[src/rtl/seg7_scan_decoder.sv]
// rtl/seg7_scan_decoder.sv - recovers digit values from a multiplexed active-low 7-segment scan
module seg7_scan_decoder #(
    parameter int DIGITS  = 8,
    parameter int SETTLE  = 4,
    parameter int TIMEOUT = 1000000
) (
    input  logic                  clk,
    input  logic                  rstn,
    input  logic [DIGITS-1:0]     an,
    input  logic [6:0]            seg,
    output logic [4*DIGITS-1:0]   digits,
    output logic [DIGITS-1:0]     blank,
    output logic [DIGITS-1:0]     err,
    output logic                  frame_valid,
    output logic                  scan_err,
    output logic                  stalled
);

    localparam int SW = $clog2(SETTLE + 1);
    localparam int TW = $clog2(TIMEOUT + 1);
    localparam int IW = DIGITS + 7;
    localparam logic [SW-1:0]     SETTLE_LAST = SW'(SETTLE - 1);
    localparam logic [SW-1:0]     SETTLE_C    = SW'(SETTLE);
    localparam logic [TW-1:0]     TIMEOUT_C   = TW'(TIMEOUT);
    localparam logic [DIGITS-1:0] ONE_HOT0    = DIGITS'(1);

    typedef enum logic [1:0] {IDLE, SETTLING, CAPTURED} state_t;

    state_t               state_q, state_d;
    logic [IW-1:0]        sync1_q, sync2_q;
    logic [IW-1:0]        prev_q, prev_d;
    logic [SW-1:0]        cnt_q, cnt_d;
    logic [TW-1:0]        stall_q, stall_d;
    logic [DIGITS-1:0]    seen_q, seen_d;
    logic [4*DIGITS-1:0]  digits_q, digits_d;
    logic [DIGITS-1:0]    blank_q, blank_d;
    logic [DIGITS-1:0]    err_q, err_d;
    logic                 frame_valid_q, frame_valid_d;
    logic                 scan_err_q, scan_err_d;

    logic [DIGITS-1:0]    a;
    logic [6:0]           s;
    logic [IW-1:0]        cur;
    logic [3:0]           dec_val;
    logic                 dec_blank, dec_err;
    logic                 capture;
    logic [DIGITS-1:0]    seen_nxt;

    // Synchronizers idle at all-ones, i.e. a dark display, so release from reset is not a change.
    assign a   = ~sync2_q[IW-1:7];
    assign s   = ~sync2_q[6:0];
    assign cur = {a, s};

    always_comb begin
        dec_val   = 4'h0;
        dec_blank = 1'b0;
        dec_err   = 1'b0;
        case (s)
            7'h3F: dec_val = 4'h0;
            7'h06: dec_val = 4'h1;
            7'h5B: dec_val = 4'h2;
            7'h4F: dec_val = 4'h3;
            7'h66: dec_val = 4'h4;
            7'h6D: dec_val = 4'h5;
            7'h7D: dec_val = 4'h6;
            7'h07: dec_val = 4'h7;
            7'h7F: dec_val = 4'h8;
            7'h6F: dec_val = 4'h9;
            7'h77: dec_val = 4'hA;
            7'h7C: dec_val = 4'hB;
            7'h39: dec_val = 4'hC;
            7'h5E: dec_val = 4'hD;
            7'h79: dec_val = 4'hE;
            7'h71: dec_val = 4'hF;
            7'h00: dec_blank = 1'b1;
            default: dec_err = 1'b1;
        endcase
    end

    always_comb begin
        state_d       = state_q;
        prev_d        = cur;
        cnt_d         = cnt_q;
        stall_d       = (stall_q == TIMEOUT_C) ? stall_q : stall_q + TW'(1);
        seen_d        = seen_q;
        digits_d      = digits_q;
        blank_d       = blank_q;
        err_d         = err_q;
        frame_valid_d = 1'b0;
        scan_err_d    = 1'b0;
        capture       = 1'b0;
        seen_nxt      = seen_q | a;

        // Any movement on the synced lines restarts settling from every state.
        if (cur != prev_q) begin
            state_d = SETTLING;
            cnt_d   = '0;
        end else if (state_q == SETTLING) begin
            if (cnt_q == SETTLE_LAST) begin
                cnt_d   = SETTLE_C;
                state_d = IDLE;
                if (a == '0) begin
                    state_d = IDLE;
                end else if ((a & (a - ONE_HOT0)) != '0) begin
                    scan_err_d = 1'b1;
                end else begin
                    capture = 1'b1;
                    state_d = CAPTURED;
                end
            end else begin
                cnt_d = cnt_q + SW'(1);
            end
        end

        if (capture) begin
            for (int i = 0; i < DIGITS; i++) begin
                if (a[i]) begin
                    digits_d[4*i +: 4] = dec_val;
                    blank_d[i]         = dec_blank;
                    err_d[i]           = dec_err;
                end
            end
            stall_d = '0;
            if (&seen_nxt) begin
                frame_valid_d = 1'b1;
                seen_d        = '0;
            end else begin
                seen_d = seen_nxt;
            end
        end
    end

    always_ff @(posedge clk or negedge rstn) begin
        if (!rstn) begin
            state_q       <= IDLE;
            sync1_q       <= '1;
            sync2_q       <= '1;
            prev_q        <= '0;
            cnt_q         <= '0;
            stall_q       <= '0;
            seen_q        <= '0;
            digits_q      <= '0;
            blank_q       <= '1;
            err_q         <= '0;
            frame_valid_q <= 1'b0;
            scan_err_q    <= 1'b0;
        end else begin
            state_q       <= state_d;
            sync1_q       <= {an, seg};
            sync2_q       <= sync1_q;
            prev_q        <= prev_d;
            cnt_q         <= cnt_d;
            stall_q       <= stall_d;
            seen_q        <= seen_d;
            digits_q      <= digits_d;
            blank_q       <= blank_d;
            err_q         <= err_d;
            frame_valid_q <= frame_valid_d;
            scan_err_q    <= scan_err_d;
        end
    end

    assign digits      = digits_q;
    assign blank       = blank_q;
    assign err         = err_q;
    assign frame_valid = frame_valid_q;
    assign scan_err    = scan_err_q;
    assign stalled     = (stall_q == TIMEOUT_C);

endmodule

[config.mk]
export PLATFORM = sky130hd
export DESIGN_NAME = seg7_scan_decoder
export DESIGN_NICKNAME = d
export VERILOG_FILES = /design/src/rtl/seg7_scan_decoder.sv
export SDC_FILE = /design/constraint.sdc
export NUM_CORES = 1
export LEC_CHECK = 0
export ABC_AREA = 1
export BUFFER_PORTS_ARGS = -buffer_cell sky130_fd_sc_hd__buf_2
export CORE_AREA = 2 2 123 125
export DETAILED_ROUTE_END_ITERATION = 7
export DIE_AREA = 0 0 125 127
export PLACE_DENSITY = 0.59
export SLEW_MARGIN = 10
export SYNTH_ARGS = -nofsm -noshare
export SYNTH_HDL_FRONTEND = slang
export SYNTH_SLANG_ARGS = --single-unit
[constraint.sdc]
create_clock -name clk -period 3.6 [get_ports clk]
set_input_delay 0 -clock clk [delete_from_list [all_inputs] [get_ports clk]]
set_output_delay 0 -clock clk [all_outputs]
set_load 0.03 [all_outputs]
; Yosys cells after proc, flatten, opt, wreduce, memory -nomap -nowiden
; Index checks and enable logic that the tools add are counted.
[word_totals]
latch_bits = 0
romBits = 0
ramBits = 0
wordCells = 103
mem_count = 0
ff_bits = 128
[classes]
magnitude_cmp = 0
reduce_logical = 16
n_div = 0
mul = 0
bitwise_logic = 4
muxes = 26
eq_ne = 21
n_shift = 0
add_sub_neg = 3
[op_table]
columns = op, count
row1 = $eq A7 B7 Y1 const B, 12
row2 = $pmux W4 S15, 1
row3 = $mux W20, 2
row4 = $add A20 B1 Y20 const B, 1
row5 = $eq A20 B20 Y1 const B, 1
row6 = $reduce_and A2 Y1, 9
row7 = $reduce_or A17 Y1, 1
row8 = $ne A15 B15 Y1, 1
row9 = $eq A7 B3 Y1 const B, 2
row10 = $eq A7 B6 Y1 const B, 2
row11 = $mux W1, 14
row12 = $mux W2, 5
row13 = $mux W3, 3
row14 = $and A8 B8 Y8, 1
row15 = $logic_not A8 Y1, 1
row16 = $mux W8, 1
row17 = $not A8 Y8, 1
row18 = $or A8 B8 Y8, 1
row19 = $reduce_and A8 Y1, 1
row20 = $reduce_bool A8 Y1, 1
row21 = $sub A8 B1 Y8 const B, 1
row22 = $logic_not A7 Y1, 1
row23 = $not A7 Y7, 1
row24 = $reduce_bool A2 Y1, 2
row25 = other kinds (4), 4

; Depth between registers and ports, before layout
[logic_depth]
depth_word = 10
ltp_mapped = 12
mapped_depth_nobuf = 12

; Least setup slack after synthesis
; OpenSTA, ideal clock, no wires.
[synth_timing]
kind = register -> register
start = register stall_q[0]
end = register stall_q[1]
arrival_ps = 2000
slack_ps = 1522
stages_incl_launch_ff = 7
setup_ps = 77
n_path_buf = 0
path_cell_list = dfrtp_1 > inv_1 > ha_1 > nand3_1 > nor4_1 > nand2_1 > a21oi_1
[synth_rtl]
columns = element, line
row1 = from (decl), 33  ; logic [TW-1:0] stall_q, stall_d;
row2 = from (signal assigned), 153  ; stall_q <= stall_d;
row3 = $eq A20 B20 Y1, -
row4 = via stalled, 16  ; output logic stalled
row5 = $ne A2 B1 Y1 (no source line), -
; The timed path passes the listed nets, and every way through them passes these cells. The select of a mux whose other input is x is not followed.
; A chain may end at the register's enable or synchronous reset.

; Worst setup path after layout
[layout_timing]
start = register sync2_q[12]
end = register digits_q[24], in the netlist digits[24]
[layout_between]
elab_chain_cells = 10
[layout_rtl]
columns = element, line
row1 = from (decl), 30  ; logic [IW-1:0] sync1_q, sync2_q;
row2 = from (signal assigned), 150  ; sync2_q <= sync1_q;
row3 = $not A8 Y8 (*), 50  ; assign a = ~sync2_q[IW-1:7];
row4 = $sub A8 B1 Y8, 104  ; end else if ((a & (a - ONE_HOT0)) != '0) begin
row5 = $and A8 B8 Y8, 104
row6 = $reduce_bool A8 Y1, 104
row7 = $mux W1, 104
row8 = $mux W1, 102  ; if (a == '0) begin
row9 = $mux W1, 99  ; if (cnt_q == SETTLE_LAST) begin
row10 = $mux W1, 98  ; end else if (state_q == SETTLING) begin
row11 = $mux W1 (*), 95  ; if (cur != prev_q) begin
row12 = $reduce_and A2 Y1 (no source line) (*), -
row13 = to (signal assigned), 155  ; digits_q <= digits_d;
row14 = to (decl), 35  ; logic [4*DIGITS-1:0] digits_q, digits_d;
; Mark *: on every way between the ends. The rest lies on a longest branch, timed or not.

==> impl_metrics.csv <==
group,metric,value,unit
detailed_routing,postRouteWirelength,13600,um
synthesis,syn_inst,643,
placed_design,hpwlAfterDp,9570,um
power,ir_worst_vdd,0.338,mV
synthesis,synth-edff-count,0,
synthesis,synth-seq-cells,128,
hold_path,hold_class,"input port to register",
run,drv_cap,0,
die,die-area,15900,um^2
timing,rsz0062_at_grt,"false",
synthesis,ys_types,35,
timing,relSlewSlack,0.430,
setup_path,r2r-start,"sync2_q[12]$_DFF_PN1_",
synthesis,yosysWarningCount,0,
global_route,grt_usage,0.183,
timing,slew_violations,0,
die,start_util,0.393,
synthesis,async_reset_ff_frac,1.00,
timing,setup_violations,0,
cts,clock_latency,420,ps
hold_path,min_to,"sync1_q[2]$_DFF_PN1_",
timing,hold_violations,0,
setup_path,critPathArrivalTime,2800,ps
power,pwr_density_cell,470,nW/um^2
synthesis,synth_top_area_frac,0.397,
detailed_routing,dr.pass1.iters,5,
global_route,grt_pass1_vias,4648,
synthesis,syn_area,5670,um^2
global_route,grt_max_degree,67,
setup_path,r2r_end,"digits[24]$_DFFE_PN0P_",
synthesis,synth_top_area_cell,"dfrtp_1",
setup_path,cp_slowest_stage_delay,630,ps
cts,post-cts-setup-buffers,0,
hold_path,hold_start,"seg[2]",
timing,min_period_over_period,0.678,
placed_design,place_congestion,0.872,
setup_path,critPathRequiredTime,3960,ps
setup_path,worst-path-max-fanout,64,
cts,cts_sinks,128,
detailed_routing,route.detailed.drc,0,
timing,setup_slack,1160,ps
cts,tritoncts,"done",
timing,fin_setup_tns,0,ps
hold_path,whs_path_depth,2,
synthesis,netlist_top_cells_area,"dfrtp_1 40%, dfstp_2 18%, nand2_1 13%",
setup_path,crit_chain,"inv_1 > nand2_1 > nand2_1 > nor2_1 > nand2_1 > nor2_4 > nand3_4 > nor2_8 > nand3_1 > nand2_1",
placed_design,port_buffers,67,
detailed_routing,ant_nets,0,
setup_path,critical_path_buf_inv_count,1,
setup_path,rr_worst_depth,10,
die,ios,68,
cts,htree_num_levels,4,
setup_path,cp_slowest_cell,"nor2_8",
outcome,status,"completed",
detailed_routing,viasPerCell,4.92,
setup_path,cpMostUsedCell,"nand2_1",
setup_path,reg2reg_slack,1160,ps
global_route,grt_remaining_overflow,0,
timing,tightest_slew,855,ps
power,p_leak,3.60,nW
cells_and_area,nets,758,
synthesis,synth_fp_nets,664,
timing,fin_worst_skew,9.95,ps
synthesis,dominantRegCellSynth,"dfrtp_1",
cells_and_area,multi_input_area,2100,um^2
cells_and_area,fillers,1394,
detailed_routing,num_vias,4593,
placed_design,place_ws,1170,ps
global_route,antenna_found_initial,0,
die,coreArea,14400,um^2
cts,clock-root-buffer,"clkbuf_16",
detailed_routing,routedWlPerCell,14.5,um
cells_and_area,diodes,0,
detailed_routing,first_iter_violations,292,
die,die_h,127,um
synthesis,syn_avg_cell_area,8.81,um^2
cells_and_area,syn_to_final_growth,21.6,%
die,num_rows,44,
timing,fmax,410,MHz
cts,cts_buffer_depth,2,
cts,numCtsBuffers,17,
timing,period_minus_slack,2440,ps
cells_and_area,regArea,3250,um^2
die,die_w,125,um
setup_path,crit_family,"simple AND/OR/NAND/NOR gates",
cells_and_area,final_core_util,0.478,
setup_path,end_kind,"register",
synthesis,ys_seq_area_frac,0.574,
setup_path,path_class,"register to register",
cts,clkTransAtPathRegs,60,ps
setup_path,critPathLaunchType,"register",
cells_and_area,drive_gt1_frac,0.225,
global_route,grt_pass1_wl,23000,um
[power by group]
group	internal, W	total, W	switching [W]
sequential	0.00148	0.00150	0.0000208
combinational	0.0000413	0.000142	0.000101
clock	0.000994	0.00160	0.000602
[flip-flops by register name (all words and copies together) (netlist names)]
name and cells:
sync2_q 15, err 8, state_q 2, stall_q 20
seen_q 8, frame_valid 1, blank 8, sync1_q 15
digits 32, scan_err 1, prev_q 15, cnt_q 3
[synth_stat cells (2+ instances only)]
library cell / instances
inv_1: 49
ha_1: 4
nor2_4: 2
a21oi_1: 17
dfstp_2: 38
nand4_1: 8
xor2_1: 7
nand3_4: 2
nor2_1: 69
nand3_1: 74
o21ai_0: 4
buf_6: 2
o22ai_1: 3
nor3_2: 2
nor4_1: 2
a31oi_1: 2
dfrtp_1: 90
buf_2: 4
buf_4: 5
nor2_8: 2
nor3_1: 17
inv_2: 14
nand2_1: 202
nor3b_1: 5
nand3b_1: 2
nand3_2: 8
[placed cells by master (no fill, tap or decap), types with 2 or more instances in the layout]
| cell type | Yosys | final |
|---|---|---|
| nor2_4 | 2 | 2 |
| o21ai_0 | 4 | 4 |
| nand3b_1 | 2 | 2 |
| a31oi_1 | 2 | 2 |
| clkbuf_16 | 0 | 18 |
| nand4_1 | 8 | 8 |
| nor3_1 | 17 | 17 |
| o22ai_1 | 3 | 3 |
| buf_4 | 5 | 4 |
| ha_1 | 4 | 4 |
| nand3_1 | 74 | 74 |
| a21oi_1 | 17 | 17 |
| dfrtp_1 | 90 | 90 |
| nor2_8 | 2 | 2 |
| inv_4 | 0 | 2 |
| nand3_2 | 8 | 8 |
| buf_2 | 4 | 66 |
| nor3_2 | 2 | 2 |
| nor2_1 | 69 | 69 |
| inv_1 | 49 | 49 |
| nand3_4 | 2 | 2 |
| clkbuf_1 | 0 | 6 |
| nand2_1 | 202 | 202 |
| dlygate4sd3_1 | 0 | 16 |
| dfstp_2 | 38 | 38 |
| xor2_1 | 7 | 7 |
| nor4_1 | 2 | 2 |
| nor3b_1 | 5 | 5 |
| inv_2 | 14 | 14 |
| clkbuf_8 | 0 | 4 |
[through the flow]
stage          cells  area [um^2]  hold slack (ps)  power (W)
2_1_floorplan    643         5670             -296    0.00159
3_3_place_gp     886         6180              106    0.00166
3_5_place_dp     886         6180              106    0.00166
4_1_cts          934         6890              199    0.00328
5_1_grt          934         6890              199    0.00337
6_report         934         6890              214    0.00324
[how the worst max path moves through the flow]
stage                                      start                      to  cells past startpoint  slack, ps
after global routing       sync2_q[12]$_DFF_PN1_  digits[12]$_DFFE_PN0P_                     10        920
after floorplan           stall_q[0]$_DFFE_PN0P_  stall_q[1]$_DFFE_PN0P_                      6       1520
after detailed placement   sync2_q[12]$_DFF_PN1_  digits[24]$_DFFE_PN0P_                     10       1170
after global placement     sync2_q[12]$_DFF_PN1_  digits[28]$_DFFE_PN0P_                     10       1220
final                      sync2_q[12]$_DFF_PN1_  digits[24]$_DFFE_PN0P_                     10       1160
after CTS                  sync2_q[12]$_DFF_PN1_  digits[24]$_DFFE_PN0P_                     10       1160
[cell families after synthesis]
group,Yosys count,synth area share
simple gates,400,0.322
flops,128,0.574
buf+inv,74,0.0559
compound gates,29,0.0278
xor+xnor,8,0.0124
fa+ha+maj,4,0.00883
[layer usage]
metal	GRT usage	wire length (um)	vias to the layer above
met5	0	0	-
met1	0.243	6440	2218
met2	0.288	6240	111
met4	0.0647	226	0
met3	0.0515	671	21
li1	-	-	2243
[area by class of cell]
class / instances / share of cell area
Sequential cell: 128 / 0.472
Multi-Input combinational cell: 441 / 0.305
Clock buffer: 28 / 0.0766
Timing Repair Buffer: 86 / 0.0755
Inverter: 63 / 0.0343
Tap cell: 184 / 0.0334
Clock inverter: 4 / 0.00363
[what timing repair did]
| action | in CTS | in global routing |
|---|---|---|
| resized for setup | 0 | 0 |
| hold buffers | 16 | 0 |
| endpoints found under the hold margin | 48 | 0 |
| setup endpoints to repair | 0 | 0 |
No activity file was read; power rests on OpenSTA's default activity.
